<file path="config.mk">
export PLATFORM = sky130hd
export DESIGN_NAME = ball_motion_ctrl
export DESIGN_NICKNAME = d
export VERILOG_FILES = /design/src/rtl/ball_motion_ctrl_pkg.sv /design/src/rtl/ball_motion_ctrl_axis_reflect.sv /design/src/rtl/ball_motion_ctrl.sv
export SDC_FILE = /design/constraint.sdc
export NUM_CORES = 1
export LEC_CHECK = 0
export ABC_AREA = 1
export CAP_MARGIN = 10
export CELL_PAD_IN_SITES_DETAIL_PLACEMENT = 0
export CELL_PAD_IN_SITES_GLOBAL_PLACEMENT = 2
export CORE_MARGIN = 1.5
export CORE_UTILIZATION = 37
export DETAILED_ROUTE_END_ITERATION = 10
export GPL_TIMING_DRIVEN = 0
export PLACE_DENSITY = 0.86
export SYNTH_ARGS = -nofsm -noshare
export SYNTH_HDL_FRONTEND = slang
export SYNTH_SLANG_ARGS = --single-unit
</file>
<file path="constraint.sdc">
create_clock -name clk -period 3.56 [get_ports clk]
set_clock_uncertainty 0.05 [all_clocks]
set_input_delay 1.068 -clock clk [delete_from_list [all_inputs] [get_ports clk]]
set_output_delay 1.068 -clock clk [all_outputs]
set_load 0.005 [all_outputs]
</file>
<file path="src/rtl/ball_motion_ctrl_pkg.sv">
// Shared types and playfield defaults for the ball motion engine.
// State encoding, coordinate widths and the wall-limit helper live here.
package ball_pkg;

  typedef enum logic {
    SERVE = 1'b0,
    MOVE  = 1'b1
  } state_e;

  localparam int unsigned H_MAX     = 256;
  localparam int unsigned V_MAX     = 240;
  localparam int unsigned BALL_SIZE = 4;

  localparam int unsigned POS_W = 9;
  localparam int unsigned VEL_W = 10;

  // Largest legal left/top coordinate so the whole ball stays inside the field.
  function automatic logic [POS_W-1:0] wall_limit(input int unsigned max_px,
                                                  input int unsigned size_px);
    return POS_W'(max_px - size_px);
  endfunction

endpackage

</file>
<file path="src/rtl/ball_motion_ctrl_axis_reflect.sv">
// One axis of ball motion: advance by velocity and mirror off 0 / limit.
// Purely combinational; instantiated once per axis by ball_motion_ctrl.
module axis_reflect
  import ball_pkg::*;
(
  input  logic        [POS_W-1:0] pos,
  input  logic signed [VEL_W-1:0] vel,
  input  logic        [POS_W-1:0] limit,
  output logic        [POS_W-1:0] next_pos,
  output logic signed [VEL_W-1:0] next_vel,
  output logic                    hit
);

  logic signed [VEL_W-1:0] sum;
  logic signed [VEL_W-1:0] lim_s;
  logic signed [VEL_W-1:0] refl;

  always_comb begin
    sum      = $signed({1'b0, pos}) + vel;
    lim_s    = $signed({1'b0, limit});
    refl     = (lim_s <<< 1) - sum;
    next_pos = pos;
    next_vel = vel;
    hit      = 1'b0;
    // Landing exactly on 0 or limit is legal; only overshoot reflects.
    if (sum < 0) begin
      next_pos = POS_W'(-sum);
      next_vel = -vel;
      hit      = 1'b1;
    end else if (sum > lim_s) begin
      next_pos = POS_W'(refl);
      next_vel = -vel;
      hit      = 1'b1;
    end else begin
      next_pos = POS_W'(sum);
    end
  end

endmodule

</file>
<file path="src/rtl/ball_motion_ctrl.sv">
// Frame-rate ball motion engine: serve hold, wall reflection, hit pulses.
// Motion advances once per vsync rising edge in the pixel clock domain.
module ball_motion_ctrl
  import ball_pkg::*;
#(
  parameter int unsigned H_MAX        = ball_pkg::H_MAX,
  parameter int unsigned V_MAX        = ball_pkg::V_MAX,
  parameter int unsigned BALL_SIZE    = ball_pkg::BALL_SIZE,
  parameter int unsigned SPEED        = 2,
  parameter int unsigned INIT_H       = 128,
  parameter int unsigned INIT_V       = 128,
  parameter int unsigned SERVE_FRAMES = 60
) (
  input  logic             clk,
  input  logic             reset,
  input  logic             vsync,
  input  logic             restart,
  input  logic             freeze,
  output logic [POS_W-1:0] ball_hpos,
  output logic [POS_W-1:0] ball_vpos,
  output logic             hit_h,
  output logic             hit_v,
  output logic             serving
);

  localparam int unsigned CNT_W = $clog2(SERVE_FRAMES + 1);

  localparam logic        [POS_W-1:0] H_LIM   = wall_limit(H_MAX, BALL_SIZE);
  localparam logic        [POS_W-1:0] V_LIM   = wall_limit(V_MAX, BALL_SIZE);
  localparam logic        [POS_W-1:0] INIT_HP = POS_W'(INIT_H);
  localparam logic        [POS_W-1:0] INIT_VP = POS_W'(INIT_V);
  localparam logic signed [VEL_W-1:0] SPEED_V = VEL_W'(SPEED);
  localparam logic        [CNT_W-1:0] CNT_END = CNT_W'(SERVE_FRAMES);

  state_e                   state_q, state_d;
  logic [CNT_W-1:0]         cnt_q, cnt_d;
  logic [POS_W-1:0]         hpos_q, hpos_d;
  logic [POS_W-1:0]         vpos_q, vpos_d;
  logic signed [VEL_W-1:0]  vel_h_q, vel_h_d;
  logic signed [VEL_W-1:0]  vel_v_q, vel_v_d;
  logic                     hit_h_q, hit_h_d;
  logic                     hit_v_q, hit_v_d;
  logic                     vsync_q;

  logic                     tick;
  logic [CNT_W-1:0]         cnt_inc;
  logic [POS_W-1:0]         h_next_pos, v_next_pos;
  logic signed [VEL_W-1:0]  h_next_vel, v_next_vel;
  logic                     h_hit, v_hit;

  axis_reflect u_axis_h (
    .pos      (hpos_q),
    .vel      (vel_h_q),
    .limit    (H_LIM),
    .next_pos (h_next_pos),
    .next_vel (h_next_vel),
    .hit      (h_hit)
  );

  axis_reflect u_axis_v (
    .pos      (vpos_q),
    .vel      (vel_v_q),
    .limit    (V_LIM),
    .next_pos (v_next_pos),
    .next_vel (v_next_vel),
    .hit      (v_hit)
  );

  assign tick    = vsync & ~vsync_q;
  assign cnt_inc = cnt_q + CNT_W'(1);

  always_comb begin
    state_d = state_q;
    cnt_d   = cnt_q;
    hpos_d  = hpos_q;
    vpos_d  = vpos_q;
    vel_h_d = vel_h_q;
    vel_v_d = vel_v_q;
    hit_h_d = 1'b0;
    hit_v_d = 1'b0;
    // restart beats a coincident tick and alternates the horizontal serve direction.
    if (restart) begin
      state_d = SERVE;
      cnt_d   = '0;
      hpos_d  = INIT_HP;
      vpos_d  = INIT_VP;
      vel_h_d = -vel_h_q;
      vel_v_d = SPEED_V;
    end else if (tick && !freeze) begin
      unique case (state_q)
        SERVE: begin
          if (cnt_inc == CNT_END) begin
            state_d = MOVE;
            cnt_d   = '0;
          end else begin
            cnt_d = cnt_inc;
          end
        end
        MOVE: begin
          hpos_d  = h_next_pos;
          vpos_d  = v_next_pos;
          vel_h_d = h_next_vel;
          vel_v_d = v_next_vel;
          hit_h_d = h_hit;
          hit_v_d = v_hit;
        end
        default: state_d = SERVE;
      endcase
    end
  end

  always_ff @(posedge clk or posedge reset) begin
    if (reset) begin
      state_q <= SERVE;
      cnt_q   <= '0;
      hpos_q  <= INIT_HP;
      vpos_q  <= INIT_VP;
      vel_h_q <= -SPEED_V;
      vel_v_q <= SPEED_V;
      hit_h_q <= 1'b0;
      hit_v_q <= 1'b0;
      vsync_q <= 1'b0;
    end else begin
      state_q <= state_d;
      cnt_q   <= cnt_d;
      hpos_q  <= hpos_d;
      vpos_q  <= vpos_d;
      vel_h_q <= vel_h_d;
      vel_v_q <= vel_v_d;
      hit_h_q <= hit_h_d;
      hit_v_q <= hit_v_d;
      vsync_q <= vsync;
    end
  end

  assign ball_hpos = hpos_q;
  assign ball_vpos = vpos_q;
  assign hit_h     = hit_h_q;
  assign hit_v     = hit_v_q;
  assign serving   = (state_q == SERVE);

endmodule

</file>
==> reports/qor.yml <==
global_route:
  antenna_found_initial: 0
  grt_max_degree: 35
  grt_pass1_wl_um: 14100
  grt_usage: 0.180
  overflow: 0
  grt_pass1_vias: 2803
power_and_ir_drop:
  p_comb_frac: 0.416
  total_leakage_power_nw: 1.98
  p_clk_frac: 0.235
  p_seq_frac: 0.349
  power_switching_mw: 0.735
  vdd_ir_drop_max_uv: 169
  internal_power_mw: 1.08
  p_per_area_mw_per_mm2: 460
  swShare: 0.406
worst_setup_path:
  cp-end-kind: "register"
  ff2ff_setup_slack_ns: 0.94
  startpoint_type: "primary input"
  arrival_ns: 3.22
  r2r_start: "vel_v_q[1]"
  worstPathRequired_ns: 3.76
  rr_endpoint: "vel_v_q[4]"
  rr_worst_depth: 15
  crit_fanout: 10
  worstSetupPathType: "primary input to register"
clock_tree:
  htree_levels: 2
  ctsResizeCount: 0
  cts.path.max_buffers: 2
  cts_tree: "yes"
  cts_root_buf: "clkbuf_8"
  cts.sink_count: 44
  cts_buffers: 5
  post_cts_buffers: 0
  path_clk_slew_ns: 0.10
  hold_buffers: 0
  clk-insertion-delay-late_ns: 0.31
status:
  status: "completed"
route:
  drtIter0Drc: 149
  route.detailed.wl_per_inst_um: 13.7
  antenna_left: 0
  routed_wl_um: 8430
  num_vias: 3030
  dr.pass1.iters: 4
  drt-vias-per-instance: 4.92
  post-route-drc-count: 0
sta:
  period_minus_slack_ns: 3.01
  hold_viol_final: 0
  slew_viol_final: 0
  fmax_ghz: 0.332
  finalSetupViolCount: 0
  setup_tns_ns: 0
  worstMarginPinSlew_ns: 0.721
  rsz0062_at_grt: "no"
  min_period_over_period: 0.847
  hold-worst-slack_ns: 0.481
  relSlewSlack: 0.518
layout:
  n_antenna_cell: 0
  drive_gt1_frac: 0.118
  area_growth_pct: 15.1
  nets: 535
synth:
  yosysMostFrequentCell: "nand2_1"
  synth_cell_types: 34
  yosys.area.top_type: "dfrtp_1"
  syn_area_per_cell_um2: 7.21
  synth_top_area_share: 0.241
  synth_cells: 475
  synth_common_cells: "nand2_1 (139), nand3_1 (66), inv_1 (57), dfrtp_1 (33), nor2_1 (26)"
  ys_ff_latch: 44
  syn-cell-area_mm2: 0.00342
  synthArstFlopShare: 1.00
  yosysSeqAreaShare: 0.326
  yosys_warnings: 0
  synth_area_leaders: "dfrtp_1 (24%), nand2_1 (15%), nand3_1 (9.6%)"
  synthFlopType: "dfrtp_1"
  syn_nets: 503
  synth_edf_count: 0
floorplanning:
  initial_core_util: 0.387
  die_area_mm2: 0.00984
  core_area_mm2: 0.00885
  die_h_um: 99.2
  io_pins: 26
  num_rows: 34
  chipWidth_um: 99.2
placement:
  dp_hpwl_um: 6510
  place_congestion: 0.772
  numPortBuffers: 24
hold_path:
  hold_start: "cnt_q[0]"
  hold_class: "register to register"
  worstHoldPathCells: 1
  hold_end: "cnt_q[0]"
job:
  max-cap-violations: 0
==> registers in the layout, indices dropped and copies added, names as in the netlist <==
name / count
ball_hpos: 8
hit_h: 1
state_q: 1
cnt_q: 6
vel_h_q: 8
ball_vpos: 9
vsync_q: 1
hit_v: 1
vel_v_q: 9
==> worst max-delay path: stages <==
cell,delay (ns)
clkdlybuf4s50_1,0.46
nor3b_1,0.33
nand2_1,0.16
nor2_1,0.58
buf_2,0.38
nand3_1,0.15
nand2_1,0.08
==> cell usage in the layout (no fill, tap or decap), types with 3 or more instances in the layout <==
cell | synthesis | routed
nand4_1 | 9 | 9
nor2_1 | 26 | 26
nand2_4 | 7 | 7
ha_1 | 21 | 21
xor2_1 | 17 | 17
nand3_1 | 66 | 66
o21ai_1 | 3 | 3
clkdlybuf4s50_1 | 0 | 24
nand3b_1 | 6 | 6
clkbuf_1 | 3 | 3
a21oi_1 | 15 | 15
clkbuf_8 | 0 | 6
nand2_1 | 139 | 139
inv_2 | 2 | 3
inv_1 | 57 | 56
nand2_2 | 12 | 12
o21ai_0 | 14 | 14
o21ai_2 | 8 | 8
dfstp_2 | 11 | 11
o21a_1 | 4 | 4
xnor2_1 | 3 | 3
dfrtp_1 | 33 | 33
==> kinds of logic after synthesis <==
| group | after synthesis | synth area share |
|---|---|---|
| flip-flops | 44 | 0.326 |
| buffers and inverters | 66 | 0.0786 |
| XOR/XNOR | 20 | 0.0512 |
| adder cells (fa/ha/maj) | 23 | 0.0884 |
| AND/OR/NAND/NOR | 274 | 0.373 |
| AO/OA/AOI/OAI | 46 | 0.0811 |
| other | 2 | 0.00219 |
==> per-stage QoR <==
step	util	setup WS [ns]	power (mW)	instance area (um2)	cells
4_1_cts	0.445	0.531	1.83	3940	616
2_1_floorplan	-	1.20	1.23	3420	475
6_report	0.445	0.546	1.81	3940	616
3_3_place_gp	0.429	0.196	1.38	3800	607
5_1_grt	0.445	0.381	1.96	3940	616
3_5_place_dp	0.432	0.222	1.39	3820	608
==> final cells by class <==
cell class                      instances  area [um2]
Buffer                                  6        43.8
Clock buffer                            6        82.6
Clock inverter                          2        38.8
Fill cell                             917        4910
Inverter                               60         225
Multi-Input combinational cell        365        2040
Sequential cell                        44        1110
Tap cell                              108         135
Timing Repair Buffer                   25         260
==> layer usage <==
| layer | vias up | global-route usage | wire (um) |
|---|---|---|---|
| li1 | 1596 | - | - |
| met1 | 1392 | 0.267 | 4550 |
| met2 | 35 | 0.280 | 3640 |
| met3 | 7 | 0.0232 | 169 |
| met4 | 0 | 0.0390 | 73 |
| met5 | - | 0 | 0 |
==> how the worst max path moves through the flow <==
stage	from	end	depth (start not counted)
6_report	vsync	ball_hpos[4]	7
5_1_grt	vsync	ball_hpos[4]	7
4_1_cts	vsync	ball_hpos[4]	7
3_5_place_dp	vsync	ball_hpos[4]	7
3_3_place_gp	vsync	ball_hpos[4]	7
2_1_floorplan	vel_v_q[1]	vel_v_q[7]	14
==> power by group through the flow <==
stage / Sequential, mW / Clock [mW] / Combinational, mW
finish: 0.632 / 0.426 / 0.754
detailed placement: 0.642 / 0 / 0.751
global placement: 0.640 / 0 / 0.738
floorplan: 0.631 / 0 / 0.603
global route: 0.640 / 0.456 / 0.867
CTS: 0.633 / 0.444 / 0.754
Power figures use the tool's default switching activity.
